### config.mk
export PLATFORM = sky130hd
export DESIGN_NAME = instr_fetch_ctrl
export DESIGN_NICKNAME = d
export VERILOG_FILES = /design/src/rtl/fetch_pkg.sv /design/src/rtl/fetch_queue.sv /design/src/rtl/instr_fetch_ctrl.sv
export SDC_FILE = /design/constraint.sdc
export NUM_CORES = 1
export LEC_CHECK = 0
export CAP_MARGIN = 5
export CORE_MARGIN = 10
export CORE_UTILIZATION = 47
export CTS_BUF_LIST = sky130_fd_sc_hd__clkbuf_4 sky130_fd_sc_hd__clkbuf_8
export CTS_CLUSTER_SIZE = 30
export DETAILED_ROUTE_END_ITERATION = 8
export GPL_TIMING_DRIVEN = 0
export PLACE_DENSITY_LB_ADDON = 0.1
export SETUP_SLACK_MARGIN = 0.02
export SKIP_LAST_GASP = 1
export SLEW_MARGIN = 10
export SYNTH_ARGS = -nofsm -noshare
export SYNTH_HDL_FRONTEND = slang
export SYNTH_SLANG_ARGS = --single-unit
### constraint.sdc
create_clock -name clk -period 2.83 [get_ports clk]
set_clock_uncertainty 0.2 [all_clocks]
set_input_delay 0.283 -clock clk [delete_from_list [all_inputs] [get_ports clk]]
set_output_delay 0.283 -clock clk [all_outputs]
set_load 0.05 [all_outputs]
### src/rtl/fetch_pkg.sv
// Shared types for the instruction fetch sequencer and its queue.
package fetch_pkg;

  localparam int ADDR_W = 16;
  localparam int DATA_W = 32;

  typedef enum logic [0:0] {
    RUN  = 1'b0,
    HALT = 1'b1
  } fetch_state_t;

  typedef struct packed {
    logic [ADDR_W-1:0] pc;
    logic [DATA_W-1:0] instr;
  } fetch_entry_t;

  // Sequential PC advance; wraps modulo 2^ADDR_W with no error indication.
  function automatic logic [ADDR_W-1:0] pc_advance(input logic [ADDR_W-1:0] pc,
                                                   input logic [ADDR_W-1:0] step);
    return pc + step;
  endfunction

endpackage

### src/rtl/fetch_queue.sv
// Small FIFO of fetched {pc, instr} entries with synchronous flush.
// Head data reads zero while empty so no stale or X data leaks to decode.
module fetch_queue
  import fetch_pkg::*;
#(
  parameter int DEPTH = 2
) (
  input  logic                   clk,
  input  logic                   rst_n,
  input  logic                   i_push,
  input  logic                   i_pop,
  input  logic                   i_flush,
  input  fetch_entry_t           i_wdata,
  output fetch_entry_t           o_head,
  output logic [$clog2(DEPTH):0] o_count,
  output logic                   o_full,
  output logic                   o_empty
);

  localparam int PTR_W = (DEPTH > 1) ? $clog2(DEPTH) : 1;
  localparam int CNT_W = $clog2(DEPTH) + 1;

  fetch_entry_t     r_mem [DEPTH];
  logic [PTR_W-1:0] r_wr_ptr;
  logic [PTR_W-1:0] r_rd_ptr;
  logic [CNT_W-1:0] r_count;
  logic             w_push;
  logic             w_pop;

  assign o_full  = (r_count == CNT_W'(DEPTH));
  assign o_empty = (r_count == {CNT_W{1'b0}});
  assign o_count = r_count;
  assign o_head  = o_empty ? fetch_entry_t'('0) : r_mem[r_rd_ptr];

  // Guard push/pop so a misbehaving caller can never overrun or underrun.
  always_comb begin
    w_pop  = i_pop & ~o_empty;
    w_push = i_push & (~o_full | w_pop);
  end

  // Storage, pointers and occupancy; flush wins over any push/pop.
  always_ff @(posedge clk or negedge rst_n) begin
    if (!rst_n) begin
      for (int i = 0; i < DEPTH; i++) begin
        r_mem[i] <= '0;
      end
      r_wr_ptr <= '0;
      r_rd_ptr <= '0;
      r_count  <= '0;
    end else if (i_flush) begin
      r_wr_ptr <= '0;
      r_rd_ptr <= '0;
      r_count  <= '0;
    end else begin
      if (w_push) begin
        r_mem[r_wr_ptr] <= i_wdata;
        r_wr_ptr        <= r_wr_ptr + PTR_W'(1);
      end
      if (w_pop) begin
        r_rd_ptr <= r_rd_ptr + PTR_W'(1);
      end
      case ({w_push, w_pop})
        2'b10:   r_count <= r_count + CNT_W'(1);
        2'b01:   r_count <= r_count - CNT_W'(1);
        default: r_count <= r_count;
      endcase
    end
  end

endmodule

### src/rtl/instr_fetch_ctrl.sv
// Fetch sequencer: owns the fetch PC, drives the zero-latency ROM address,
// queues returned words with their PC and handles redirect and halt.
module instr_fetch_ctrl
  import fetch_pkg::*;
#(
  parameter int          ADDRESS_WIDTH = 16,
  parameter int          DATA_WIDTH    = 32,
  parameter int unsigned RESET_PC      = 0,
  parameter int unsigned PC_STEP       = 4,
  parameter int          DEPTH         = 2
) (
  input  logic                     clk,
  input  logic                     rst_n,
  output logic [ADDRESS_WIDTH-1:0] mem_addr,
  input  logic [DATA_WIDTH-1:0]    mem_instr,
  input  logic                     redirect_valid,
  input  logic [ADDRESS_WIDTH-1:0] redirect_pc,
  input  logic                     halt_req,
  output logic                     out_valid,
  input  logic                     out_ready,
  output logic [DATA_WIDTH-1:0]    out_instr,
  output logic [ADDRESS_WIDTH-1:0] out_pc,
  output logic                     halted
);

  fetch_state_t             r_state;
  fetch_state_t             w_state_nxt;
  logic [ADDRESS_WIDTH-1:0] r_fetch_pc;
  logic                     r_post_redir;
  logic                     w_enq;
  logic                     w_pop;
  logic                     w_space;
  logic                     w_full;
  logic                     w_empty;
  logic [$clog2(DEPTH):0]   w_count;
  fetch_entry_t             w_head;
  fetch_entry_t             w_wdata;

  assign mem_addr  = r_fetch_pc;
  assign out_valid = ~w_empty;
  assign out_pc    = w_head.pc;
  assign out_instr = w_head.instr;
  assign halted    = (r_state == HALT);
  assign w_pop     = out_valid & out_ready;
  assign w_space   = ~w_full | w_pop;
  assign w_wdata   = '{pc: r_fetch_pc, instr: mem_instr};

  // Next state and enqueue gating. The cycle right after a redirect always
  // fetches the target even if halt_req is high; the halt then takes effect.
  always_comb begin
    w_state_nxt = r_state;
    w_enq       = 1'b0;
    case (r_state)
      RUN: begin
        if (redirect_valid) begin
          w_state_nxt = RUN;
        end else if (halt_req && !r_post_redir) begin
          w_state_nxt = HALT;
        end else begin
          w_enq       = w_space;
          w_state_nxt = halt_req ? HALT : RUN;
        end
      end
      HALT: begin
        if (redirect_valid || !halt_req) begin
          w_state_nxt = RUN;
        end else begin
          w_state_nxt = HALT;
        end
      end
      default: begin
        w_state_nxt = RUN;
      end
    endcase
  end

  // FSM state and post-redirect marker.
  always_ff @(posedge clk or negedge rst_n) begin
    if (!rst_n) begin
      r_state      <= RUN;
      r_post_redir <= 1'b0;
    end else begin
      r_state      <= w_state_nxt;
      r_post_redir <= redirect_valid;
    end
  end

  // Fetch PC: redirect has priority, otherwise advance on each enqueue.
  always_ff @(posedge clk or negedge rst_n) begin
    if (!rst_n) begin
      r_fetch_pc <= ADDRESS_WIDTH'(RESET_PC);
    end else if (redirect_valid) begin
      r_fetch_pc <= redirect_pc;
    end else if (w_enq) begin
      r_fetch_pc <= pc_advance(r_fetch_pc, ADDRESS_WIDTH'(PC_STEP));
    end else begin
      r_fetch_pc <= r_fetch_pc;
    end
  end

  fetch_queue #(
    .DEPTH (DEPTH)
  ) u_queue (
    .clk     (clk),
    .rst_n   (rst_n),
    .i_push  (w_enq),
    .i_pop   (w_pop),
    .i_flush (redirect_valid),
    .i_wdata (w_wdata),
    .o_head  (w_head),
    .o_count (w_count),
    .o_full  (w_full),
    .o_empty (w_empty)
  );

  // Occupancy is only needed internally through full/empty.
  logic w_count_unused;
  assign w_count_unused = ^w_count;

endmodule

==> key figures <==
Power
  – Peak supply drop: approximately 0.55 mV
  – Combinational power share: 0.257
  – Clock power share: 0.306
  – Sw Share: 0.298
  – Int Power: a little under 4 mW
  – Pwr dens: ~750 mW/mm^2
  – NetSw: about 1.6 mW
  – P_leak: 3.26 nW
  – Flop pwr share: 0.437

STA
  – Worst Setup Slack, final: 0.198 ns
  – Worst hold slack: 0.141 ns
  – F_max: around 380 MHz
  – Max_slew headroom: 0.590
  – Endpoints failing setup: 0
  – Tcrit/Tclk final: 0.930
  – Min Tclk post-route: about 2.6 ns
  – Worst-margin pin slew: approximately 0.61 ns
  – Unrepaired setup endpoints after global routing: false
  – Max Slew Vio Count: 0
  – Final Hold Fails: 0

Yosys
  – Synth cell types: 48
  – Post-Syn Instances: 440
  – Yosys reg bits: 118
  – Post-Syn Nets: 494
  – Register area share after synthesis: 0.530
  – Mapped cell area: 0.00557 mm^2
  – Ys async rst share: 1.00
  – Prevailing post-synth register cell: dfrtp_1
  – Synth top area share: 0.530
  – Synth top area cells: dfrtp_1 53%, mux2_2 20%, mux2i_1 9.0%
  – Mean Syn Cell Area: approximately 13 um^2
  – Post-synth EDFFs: 0
  – Ys Warns: 0
  – Area leader, netlist: dfrtp_1

Clock tree
  – CTS tree: yes
  – Clk slew on worst S/H paths: approximately 0.070 ns
  – Deepest clock path buffer count: 2
  – Post-CTS Setup Bufs: 0
  – Worst-skew pair later-pin latency: about 0.43 ns
  – Clk sink count: roughly 120
  – TritonCTS Buffers: 17
  – Root buf cell: clkbuf_8
  – CTS H-tree lvls: 4

Cells and area
  – Number of diodes: 0
  – Area growth from synthesis to layout: 32.1%
  – Nets@finish: 633
  – Share of cells above drive strength 1: 0.296

Placement
  – DPL Wire Length: between 9000 and 10,000 um
  – Routability cong.: 0.846
  – Pre-CTS setup slack: -0.124 ns
  – Port Buffers: ~120

Floorplan
  – Die Wd: approximately 130 um
  – FP Rows: 39
  – Die Ht: between 100 and 150 um
  – Initial Util: 0.483
  – Core footprint: roughly 0.012 mm^2
  – Die area: 0.0166 mm^2
  – IO Pins: 119

Worst setup path
  – CP Launch Type: flip-flop
  – Crit path kind: flip-flop to output pin
  – Critical Path RT: around 2.4 ns
  – Critical Path AT: between 2 and 2.5 ns
  – Reg2reg end: u_queue.r_mem[30]
  – Crit path from: u_queue.o_count[1]
  – Largest stage delay on the critical path: roughly 0.50 ns
  – RR Startpoint: u_queue.o_count[0]
  – Worst path cell trace: nor2_2 -> clkbuf_1 -> nor2_1 -> clkdlybuf4s15_1
  – R2r worst-path depth: 7
  – Crit Path Max Fanout: 10
  – CP max-delay cell: clkbuf_1
  – Worst reg2reg setup slack: 0.62 ns
  – Crit path capture type: output pin

GRT
  – Largest net degree at the start of global routing: 79
  – Grt ovf: 0
  – Overall routing resource usage: 0.167
  – First-pass GRT wire length: 21,900 um
  – Vias in the first global route: around 4,300
  – Initial antenna violation count: 0

Job
  – Max_cap viols: 0

Route
  – Detailed-route DRC error count: 0
  – Antenna viol nets, final: 0
  – DRT iter0 DRCs: around 240
  – DR pass1 iterations: 4
  – Avg WL per Cell: approximately 19 um
  – DR vias/cell: 5.34
  – Drt total wl: 13,600 um
  – Vias after detailed routing: between 3,000 and 4,000

Min path
  – Worst Hold Class: input pin to async pin

Outcome
  – Status: finished clean
[critical path: cells and delay by family (launching register included)]
kind | cells | cell delay, ns
buffers and inverters | 2 | 0.97
DFF | 1 | 0.43
and+or+nand+nor | 2 | 0.31
[kinds of logic (layout without fill, tap and decap cells)]
group,after synthesis,in the layout,synth area share
simple gates,103,103,0.0901
mux,151,151,0.296
xor+xnor,1,1,0.00157
flops,118,118,0.530
fa+ha+maj,1,1,0.00225
compound gates,30,30,0.0400
buf+inv,36,188,0.0393
[placed cells by master, fill, tap and decap left out, drive strengths merged, types with 2 or more instances in the layout]
cell type / n
dfrtp: 118
mux2: 101
clkdlybuf4s50: 69
nor2: 54
mux2i: 50
clkbuf: 39
dlygate4sd2: 36
buf: 22
nand2: 12
nand3: 10
inv: 7
o21ai: 7
nor2b: 5
nor3: 5
a221o: 5
a21oi: 4
bufinv: 4
clkinv: 4
clkdlybuf4s15: 4
nand4: 3
a21o: 3
and3: 3
a311oi: 2
and4: 2
or4: 2
nor4: 2
a32oi: 2
[registers in the layout (all words and copies together), names as in the netlist]
name              flops
u_queue.r_rd_ptr      1
u_queue.o_count       2
u_queue.r_mem        96
halted                1
mem_addr             16
r_post_redir          1
u_queue.r_wr_ptr      1
[metal layers]
| layer | global-route usage | share of wire |
|---|---|---|
| met5 | 0 | 0 |
| met1 | 0.210 | 0.46 |
| met2 | 0.263 | 0.47 |
| met4 | 0.0615 | 0.014 |
| met3 | 0.0542 | 0.058 |
[metrics by stage]
step | power [mW] | instance area, um^2 | setup TNS (ns) | std cells | util
4_1_cts | 5.59 | 7380 | -0.0153 | 735 | 0.641
2_1_floorplan | 3.41 | 5570 | 0 | 440 | -
5_1_grt | 5.83 | 7350 | 0 | 735 | 0.639
3_5_place_dp | 3.92 | 6960 | -1.20 | 702 | 0.604
3_3_place_gp | 3.84 | 6930 | -373.34 | 701 | 0.601
6_report | 5.54 | 7350 | 0 | 735 | 0.639
[repair_timing]
action | in CTS | in global routing
hold buffers | 1 | 0
gates resized for setup | 63 | 20
hold endpoints to repair | 118 | 0
endpoints found under the setup margin | 48 | 26
[synthesized netlist by cell type (7+ instances only)]
| cell type | number |
|---|---|
| dfrtp_1 | 118 |
| mux2_2 | 97 |
| nor2_1 | 52 |
| mux2i_1 | 50 |
| nand2_1 | 11 |
| clkbuf_1 | 9 |
| nand3_1 | 9 |
| buf_2 | 8 |
| inv_1 | 7 |
| o21ai_0 | 7 |
[cell type report]
| class | instances | area, um^2 |
|---|---|---|
| Buffer | 29 | 206 |
| Clock buffer | 23 | 298 |
| Clock inverter | 9 | 148 |
| Fill cell | 969 | 4160 |
| Inverter | 7 | 26.3 |
| Multi-Input combinational cell | 286 | 2400 |
| Sequential cell | 118 | 2950 |
| Tap cell | 143 | 179 |
| Timing Repair Buffer | 120 | 1150 |
[how the worst max path moves through the flow]
stage / to / cells past startpoint
4_1_cts: out_instr[12] / 6
3_3_place_gp: u_queue.r_mem[29] / 1
5_1_grt: out_pc[4] / 4
2_1_floorplan: out_instr[10] / 5
6_report: out_pc[4] / 4
3_5_place_dp: out_instr[12] / 5
[power groups by stage]
stage	sequential (mW)	clock, mW	combinational (mW)
after global routing	2.47	1.82	1.55
after global placement	2.41	0	1.43
after floorplan	2.45	0	0.955
final	2.42	1.70	1.42
after detailed placement	2.44	0	1.48
after CTS	2.41	1.73	1.45
No activity file was read; power rests on OpenSTA's default activity.
